File: config.mk
export PLATFORM = sky130hd
export DESIGN_NAME = ca_prng_gen
export DESIGN_NICKNAME = d
export VERILOG_FILES = /design/src/rtl/ca_prng_gen.sv
export SDC_FILE = /design/constraint.sdc
export NUM_CORES = 1
export LEC_CHECK = 0
export ABC_AREA = 1
export CAP_MARGIN = 5
export CORE_MARGIN = 2
export CORE_UTILIZATION = 52
export CTS_CLUSTER_DIAMETER = 60
export DETAILED_ROUTE_END_ITERATION = 10
export GPL_ROUTABILITY_DRIVEN = 0
export GPL_TIMING_DRIVEN = 0
export PLACE_DENSITY = 0.87
export SLEW_MARGIN = 20
export SYNTH_ARGS = -nofsm -noshare
export SYNTH_HDL_FRONTEND = slang
export SYNTH_SLANG_ARGS = --single-unit
File: constraint.sdc
create_clock -name clk -period 2.88 [get_ports clk]
set_clock_uncertainty 0.2 [all_clocks]
set_input_delay 0.288 -clock clk [delete_from_list [all_inputs] [get_ports clk]]
set_output_delay 0.288 -clock clk [all_outputs]
set_load 0.03 [all_outputs]
File: src/rtl/ca_prng_gen.sv
// rtl/ca_prng_gen.sv - hybrid rule-90/150 cellular-automaton PRNG with valid/ready output
//
// Purpose:
//   Null-boundary hybrid CA generator. One CA advance per accepted sample,
//   runtime reseed, sample limit with DONE state, sticky zero-seed flag.
//   Optional macro CA_PRNG_LEAP_EN adds parameter LEAP (1..8): each advance
//   applies the CA step LEAP times.
//
// Ports:
//   clk         clock, rising edge
//   rst_n       synchronous active-low reset
//   enable      allows sample generation
//   load        one-cycle seed load strobe
//   load_seed   seed value sampled when load=1 (zero -> SEED, flags seed_err)
//   out_data    current sample
//   out_valid   out_data valid
//   out_ready   consumer accepts sample
//   done        MAX_COUNT samples accepted
//   seed_err    sticky: an all-zero seed was loaded
//   sample_cnt  samples accepted since reset/load (saturates)
module ca_prng_gen #(
    parameter int               WIDTH     = 24,
    parameter logic [WIDTH-1:0] RULE_MASK = 24'hD55555,
    parameter logic [WIDTH-1:0] SEED      = 24'h99B3AB,
    parameter int               MAX_COUNT = 1048576,
    parameter int               COUNT_W   = 21
`ifdef CA_PRNG_LEAP_EN
    ,
    parameter int               LEAP      = 1
`endif
) (
    input  logic               clk,
    input  logic               rst_n,
    input  logic               enable,
    input  logic               load,
    input  logic [WIDTH-1:0]   load_seed,
    output logic [WIDTH-1:0]   out_data,
    output logic               out_valid,
    input  logic               out_ready,
    output logic               done,
    output logic               seed_err,
    output logic [COUNT_W-1:0] sample_cnt
);

    typedef enum logic [1:0] {
        S_IDLE = 2'd0,
        S_RUN  = 2'd1,
        S_DONE = 2'd2
    } fsm_t;

    localparam logic [COUNT_W-1:0] MAX_CNT = COUNT_W'(MAX_COUNT);

    fsm_t               fsm_q, fsm_d;
    logic [WIDTH-1:0]   state_q, state_d;
    logic [WIDTH-1:0]   data_q, data_d;
    logic               valid_q, valid_d;
    logic               done_q, done_d;
    logic               err_q, err_d;
    logic [COUNT_W-1:0] cnt_q, cnt_d;
    logic [WIDTH-1:0]   adv;
    logic [COUNT_W-1:0] cnt_inc;

    // One CA step; the zero padding on both ends is the null boundary.
    function automatic logic [WIDTH-1:0] ca_step(input logic [WIDTH-1:0] c);
        logic [WIDTH+1:0] p;
        logic [WIDTH-1:0] n;
        p = {1'b0, c, 1'b0};
        for (int i = 0; i < WIDTH; i++) begin
            n[i] = p[i+2] ^ p[i] ^ (RULE_MASK[i] & c[i]);
        end
        return n;
    endfunction

    function automatic logic [WIDTH-1:0] ca_advance(input logic [WIDTH-1:0] c);
        logic [WIDTH-1:0] s;
        s = c;
`ifdef CA_PRNG_LEAP_EN
        for (int k = 0; k < LEAP; k++) begin
            s = ca_step(s);
        end
`else
        s = ca_step(s);
`endif
        return s;
    endfunction

    always_ff @(posedge clk) begin
        if (!rst_n) begin
            fsm_q   <= S_IDLE;
            state_q <= SEED;
            data_q  <= '0;
            valid_q <= 1'b0;
            done_q  <= 1'b0;
            err_q   <= 1'b0;
            cnt_q   <= '0;
        end else begin
            fsm_q   <= fsm_d;
            state_q <= state_d;
            data_q  <= data_d;
            valid_q <= valid_d;
            done_q  <= done_d;
            err_q   <= err_d;
            cnt_q   <= cnt_d;
        end
    end

    always_comb begin
        fsm_d   = fsm_q;
        state_d = state_q;
        data_d  = data_q;
        valid_d = valid_q;
        done_d  = done_q;
        err_d   = err_q;
        cnt_d   = cnt_q;
        adv     = ca_advance(state_q);
        // Saturating increment; only reachable when the limit is disabled.
        cnt_inc = (cnt_q == '1) ? cnt_q : cnt_q + COUNT_W'(1);

        if (load) begin
            // A zero seed would lock the CA at zero forever, so substitute SEED.
            state_d = (load_seed == '0) ? SEED : load_seed;
            err_d   = err_q | (load_seed == '0);
            cnt_d   = '0;
            valid_d = 1'b0;
            done_d  = 1'b0;
            fsm_d   = S_IDLE;
        end else begin
            case (fsm_q)
                S_IDLE: begin
                    valid_d = 1'b0;
                    if (enable) begin
                        fsm_d   = S_RUN;
                        data_d  = state_q;
                        state_d = adv;
                        valid_d = 1'b1;
                    end
                end
                S_RUN: begin
                    // Without a handshake everything holds, enable included.
                    if (valid_q && out_ready) begin
                        cnt_d = cnt_inc;
                        if ((MAX_COUNT != 0) && (cnt_inc == MAX_CNT)) begin
                            valid_d = 1'b0;
                            done_d  = 1'b1;
                            fsm_d   = S_DONE;
                        end else if (enable) begin
                            data_d  = state_q;
                            state_d = adv;
                            valid_d = 1'b1;
                        end else begin
                            valid_d = 1'b0;
                            fsm_d   = S_IDLE;
                        end
                    end
                end
                S_DONE: begin
                    valid_d = 1'b0;
                    done_d  = 1'b1;
                end
                default: begin
                    fsm_d   = S_IDLE;
                    valid_d = 1'b0;
                end
            endcase
        end
    end

    assign out_data   = data_q;
    assign out_valid  = valid_q;
    assign done       = done_q;
    assign seed_err   = err_q;
    assign sample_cnt = cnt_q;

endmodule

### Word level (Yosys, flattened, before mapping)

Index checks and enable logic that the tools add are counted.
Widths: inputs -> output; s select.

| storage, ports and cells | value |
|---|---|
| output and inout port bits | 48 |
| logic and storage cells | 93 |
| register bits | 74 |

| operators by class | value |
|---|---|
| equal/unequal tests | 11 |
| reduce and logical (&&, ||, !) cells | 12 |
| bitwise operators | 39 |
| muxes and demuxes | 23 |
| add/subtract/negate cells | 1 |

Operators with widths:

| kind | count |
|---|---|
| $mux 24 | 8 |
| $pmux 24 s2 | 2 |
| $eq 21x21->1 const B | 2 |
| $xor 1x1->1 | 35 |
| $logic_not 24->1 | 1 |
| $add 21x1->21 const B | 1 |
| $mux 21 | 1 |
| $ne 3x3->1 const B | 3 |
| $mux 2 | 4 |
| $ne 2x2->1 const B | 4 |
| $reduce_and 4->1 | 2 |
| $pmux 2 s3 | 1 |
| $reduce_and 3->1 | 2 |
| $mux 1 | 5 |
| $pmux 1 s2 | 2 |
| $reduce_bool 2->1 | 2 |
| $not 1->1 | 3 |
| $reduce_bool 3->1 | 1 |
| $eq 2x1->1 const B | 1 |
| $eq 2x2->1 const B | 1 |
| $logic_not 2->1 | 1 |
| $reduce_and 2->1 | 1 |
| $reduce_or 2->1 | 1 |
| $logic_and 1x1->1 | 1 |
| $or 1x1->1 | 1 |

### Logic depth before layout (Yosys ltp)

| depth | value |
|---|---|
| depth in word-level cells | 7 |
| depth in mapped cells | 19 |
| mapped depth without buffers | 17 |

### Worst setup path before layout

Ideal clock, no wire load.

| path | value |
|---|---|
| path type | register -> register |
| start point | reg cnt_q[1] (netlist: sample_cnt[1]) |
| end point | reg data_q[16] (netlist: out_data[16]) |
| arrival | 2.401 ns |
| setup time | 0.113 ns |
| buffers on the path | 4 |
| period minus slack after synthesis | 2.714 ns |
| cell stages (with the launch flop) | 19 |
| slack | 0.166 ns |
| data required time | 2.567 ns |
| path through | dfxtp_1 -> ha_1 -> buf_2 -> inv_2 -> nor2_4 -> nand2_4 -> nor2_8 -> nand2_2 -> buf_2 -> nand3_1 -> nor2_1 -> nand2_1 -> nor2_1 -> nand3_2 -> nand3_2 -> buf_6 -> buf_6 -> nor2_1 -> nor2_1 |

| on the way | value |
|---|---|
| cells in the longest elaborated chain, start to end | 5 |

Ends and longest elaborated chain:

| item | line | source |
|---|---|---|
| start: declaration | 59 | `logic [COUNT_W-1:0] cnt_q, cnt_d;` |
| start signal: assignment | 103 | `cnt_q <= cnt_d;` |
| $add 21x1->21 / $eq 21x21->1 (equally long branches) | 117 | `cnt_inc = (cnt_q == '1) ? cnt_q : cnt_q + COUNT_W'(1);` |
| $mux 21 (*) | 117 |  |
| $eq 21x21->1 (*) | 142 | `if ((MAX_COUNT != 0) && (cnt_inc == MAX_CNT)) begin` |
| $ne 2x2->1 (no source line) (*) | - |  |
| $reduce_and 4->1 (no source line) (*) | - |  |
| end signal: assignment | 99 | `data_q <= data_d;` |
| end: declaration | 55 | `logic [WIDTH-1:0] data_q, data_d;` |

Mark *: on every way between the ends. The rest lies on a longest branch, timed or not.
A chain may end at the register's enable or synchronous reset.

### Final worst setup path

| path | value |
|---|---|
| start point | reg cnt_q[9] (netlist: sample_cnt[9]) |
| end point | reg state_q[11] |

| on the way | value |
|---|---|
| cells in the longest elaborated chain, start to end | 5 |

Ends and longest elaborated chain:

| item | line | source |
|---|---|---|
| $add 21x1->21 / $eq 21x21->1 (equally long branches) | 117 |  |
| $mux 21 (*) | 117 |  |
| $eq 21x21->1 (*) | 142 |  |
| $ne 3x3->1 (no source line) (*) | - |  |
| $reduce_and 3->1 (no source line) (*) | - |  |
| end signal: assignment | 98 | `state_q <= state_d;` |
| end: declaration | 54 | `logic [WIDTH-1:0] state_q, state_d;` |

Marked as above.

==> metrics.txt <==
outcome complete, no violations; clk sink count 74; Synth area leader dfxtp_1; initial antenna violation count 0; sequential area share after synthesis 33.77%; Peak Freq 360.9 MHz; Most Crowded Layer GR met2; Worst setup EP type flip-flop; Compound-Gate Fraction of Synth Area 8.928%; synth top area cells dfxtp_1 34%, nand2_1 15%, nor2_1 9.2%; P per Cell Area 441.1 nW/µm²; WP buf/inv 1; WL/cell 14.01 µm; mean post-synth cell area 6.303 µm²; XOR/XNOR share of the synthesized area 6.389%; grt met1 use 36.98%; Final Util 68.31%; main combinational cell family by area after synthesis simple AND/OR/NAND/NOR gates; worst-path cell chain nand2_1, nor2_2, nand2_1, nor2_2, nand2_1, nand2_1, nand3_1, nor2_1, nand2_1, nor2_4, nand3_4, nand2_4, nand2_4, buf_6, nor2_1, nor2_1; CP peak stage delay 0.45 ns; ant diodes 0; layout filler cell count 679; CTS tree built; root buffer cell clkbuf_8; Synth top area share 33.77%; Slew HR 56.49%; Reg2Reg Setup Slack 0.11 ns; Die W 95.85 µm; total number of yosys warnings 0; clock period minus worst slack 2.771 ns; Port Buf Inserts 76; post-synth cell types 37; Initial Utilization 53.39%; Worst Setup Path Type reg -> reg; CP required 2.93 ns; final worst setup slack 0.1089 ns; Arr. time, crit path 2.83 ns; period utilization 96.22%; P&R area growth vs syn 27.95%; mux cell area share after synthesis 0.2282%; clock-pin slew on the worst setup and hold paths 0.09 ns; Total GRT Usage 27.56%; Vias/cell 5.390; clock latency on the worst-skew pair 0.36 ns; layout cells sized above 1 8.176%; IO Pins 77; grt met3 use 5.403%; leakage 2.596 nW; chip height 95.85 µm; cell family with most CP delay simple AND/OR/NAND/NOR gates; first-pass GRT wire length 19.83 mm; M2 GR Usage 42.42%; actual slew at the worst max-slew pin 0.6513 ns; pin count of the biggest net entering global routing 14; Slew Viols, Final 0; drt drc 0; CTS Buffer Depth 2; final hold vios 0; core area 8217 µm²; DR vias 4851; Mapped Area 4387 µm²; H-Tree Depth 3; GRT overflow 0; Startpoint Class flip-flop; Crit Path Max Fanout 10; vias in the first global route 4416; cts bufs inserted 9; post-synthesis simple-gate area fraction 38.76%; total nets after synthesis 726; Max VDD drop 0.2169 mV; 1st-iter DRT viols 392; overall routed net length 12.61 mm; # setup viols final 0; die area 9186 µm²; critical path's slowest cell dfxtp_1; CP dominant cell by count nand2_1; Initial DRT Pass Iterations 5; antenna-violating nets left 0; Synth Area in Adders 0.2852%; DP HPWL 9.116 mm; fin nets 820; total power 2.476 mW; Yosys reg bits 74; FP Rows 33; max_cap viols 0; type of the worst min-delay path reg -> reg; dpl ws -0.1005 ns; Post-Syn Instances 696
==> area by class of cell <==
| cell class | instances | area (µm²) | share of cell area (%) |
|---|---|---|---|
| buffer | 29 | 166.4 | 2.965 |
| clock buffer | 10 | 127.6 | 2.274 |
| clock inverter | 6 | 65.06 | 1.159 |
| inverter | 98 | 367.9 | 6.554 |
| multi-input combinational | 495 | 2437 | 43.42 |
| sequential | 74 | 1491 | 26.57 |
| tap | 105 | 131.4 | 2.341 |
| timing repair buffer | 83 | 825.8 | 14.71 |
==> flip-flops by register name (all words and copies together), names as in the netlist <==
signal and flops:
seed_err 1, fsm_q 2, out_data 24, state_q 24, done 1, sample_cnt 21
out_valid 1
==> per-layer routing <==
metal | share of wire, % | wire (µm) | up-vias
li1 | - | - | 2364
met1 | 44 | 5500 | 2203
met2 | 46 | 5772 | 239
met3 | 7.2 | 914 | 45
met4 | 3.3 | 420 | 0
met5 | 0 | 0 | -
==> cells in the final DEF (no fill, tap or decap), types with 5 or more instances in the layout <==
master / count
nor2_1: 103
nand3_1: 69
o21ai_0: 19
nand4_1: 5
nand2_1: 172
nor2_2: 8
clkdlybuf4s50_1: 76
o211ai_1: 8
xnor2_1: 12
clkbuf_1: 19
inv_1: 94
nor4_1: 5
dfxtp_1: 70
xor2_1: 20
clkbuf_8: 9
buf_4: 8
nor2_4: 6
a21oi_1: 36
==> worst min-delay path, delay by kind of cell, from the launching register on <==
| kind | cells | cell delay [ns] |
|---|---|---|
| buffers and inverters | 1 | 0.09 |
| flip-flops | 1 | 0.31 |
| AO/OA/AOI/OAI | 1 | 0.07 |
==> where the power goes <==
part,total [mW],switching (mW),internal [mW],leakage (nW)
sequential,1.15,0.0621,1.08,0.611
clock,0.819,0.417,0.402,0.0966
combinational,0.511,0.290,0.221,1.89
==> synthesized netlist by cell type <==
cell type,n
and3_1,1
inv_2,3
nand4_1,5
a211oi_1,2
o21bai_1,2
or2_2,1
clkinv_1,1
and2_1,2
nor3_1,4
nor2_2,5
nand3b_1,1
o211ai_1,8
ha_1,1
inv_1,94
a31oi_1,1
buf_6,3
nor2_4,4
nand3_2,2
nand2_1,172
nor2_8,1
buf_4,1
xor2_1,20
nor2_1,108
buf_1,1
nand3_1,69
nor4_1,5
clkbuf_1,18
xnor2_1,12
a21oi_1,36
mux2i_1,1
dfxtp_1,74
o21ai_0,19
nand2_4,3
buf_2,6
nor3b_1,1
nand2_2,5
o21ai_1,4
==> timing repair <==
action                                 in CTS  in global routing
setup endpoints to repair                  34                 51
gates resized for setup                     4                 21
pin swaps                                   0                  7
endpoints found under the hold margin       0                  0
buffers inserted                            0                  7
gates cloned                                0                  0
hold buffers                                0                  0
==> worst paths after layout <==
path         cells after the start             end            from
max                             16     state_q[11]   sample_cnt[9]
min                              2  sample_cnt[20]  sample_cnt[20]
max reg2reg                     16     state_q[11]   sample_cnt[9]
min reg2reg                      2  sample_cnt[20]  sample_cnt[20]
==> logic make-up after synthesis <==
kind of cell             after synthesis
XOR/XNOR                              32
buffers and inverters                127
AND/OR/NAND/NOR                      389
adder cells (fa/ha/maj)                1
AO/OA/AOI/OAI                         72
multiplexers                           1
flip-flops                            74
==> per-stage QoR <==
stage | instance area, µm² | hold slack, ns | setup TNS, ns | cells
2_1_floorplan | 4387 | 0.2232 | 0 | 696
3_3_place_gp | 5279 | 0.2768 | -0.4443 | 877
3_5_place_dp | 5279 | 0.2919 | -1.572 | 877
4_1_cts | 5479 | 0.3151 | 0 | 893
5_1_grt | 5613 | 0.3414 | -0.3270 | 900
6_report | 5613 | 0.3148 | 0 | 900
Note: power is estimated with default switching activity, not from simulation.
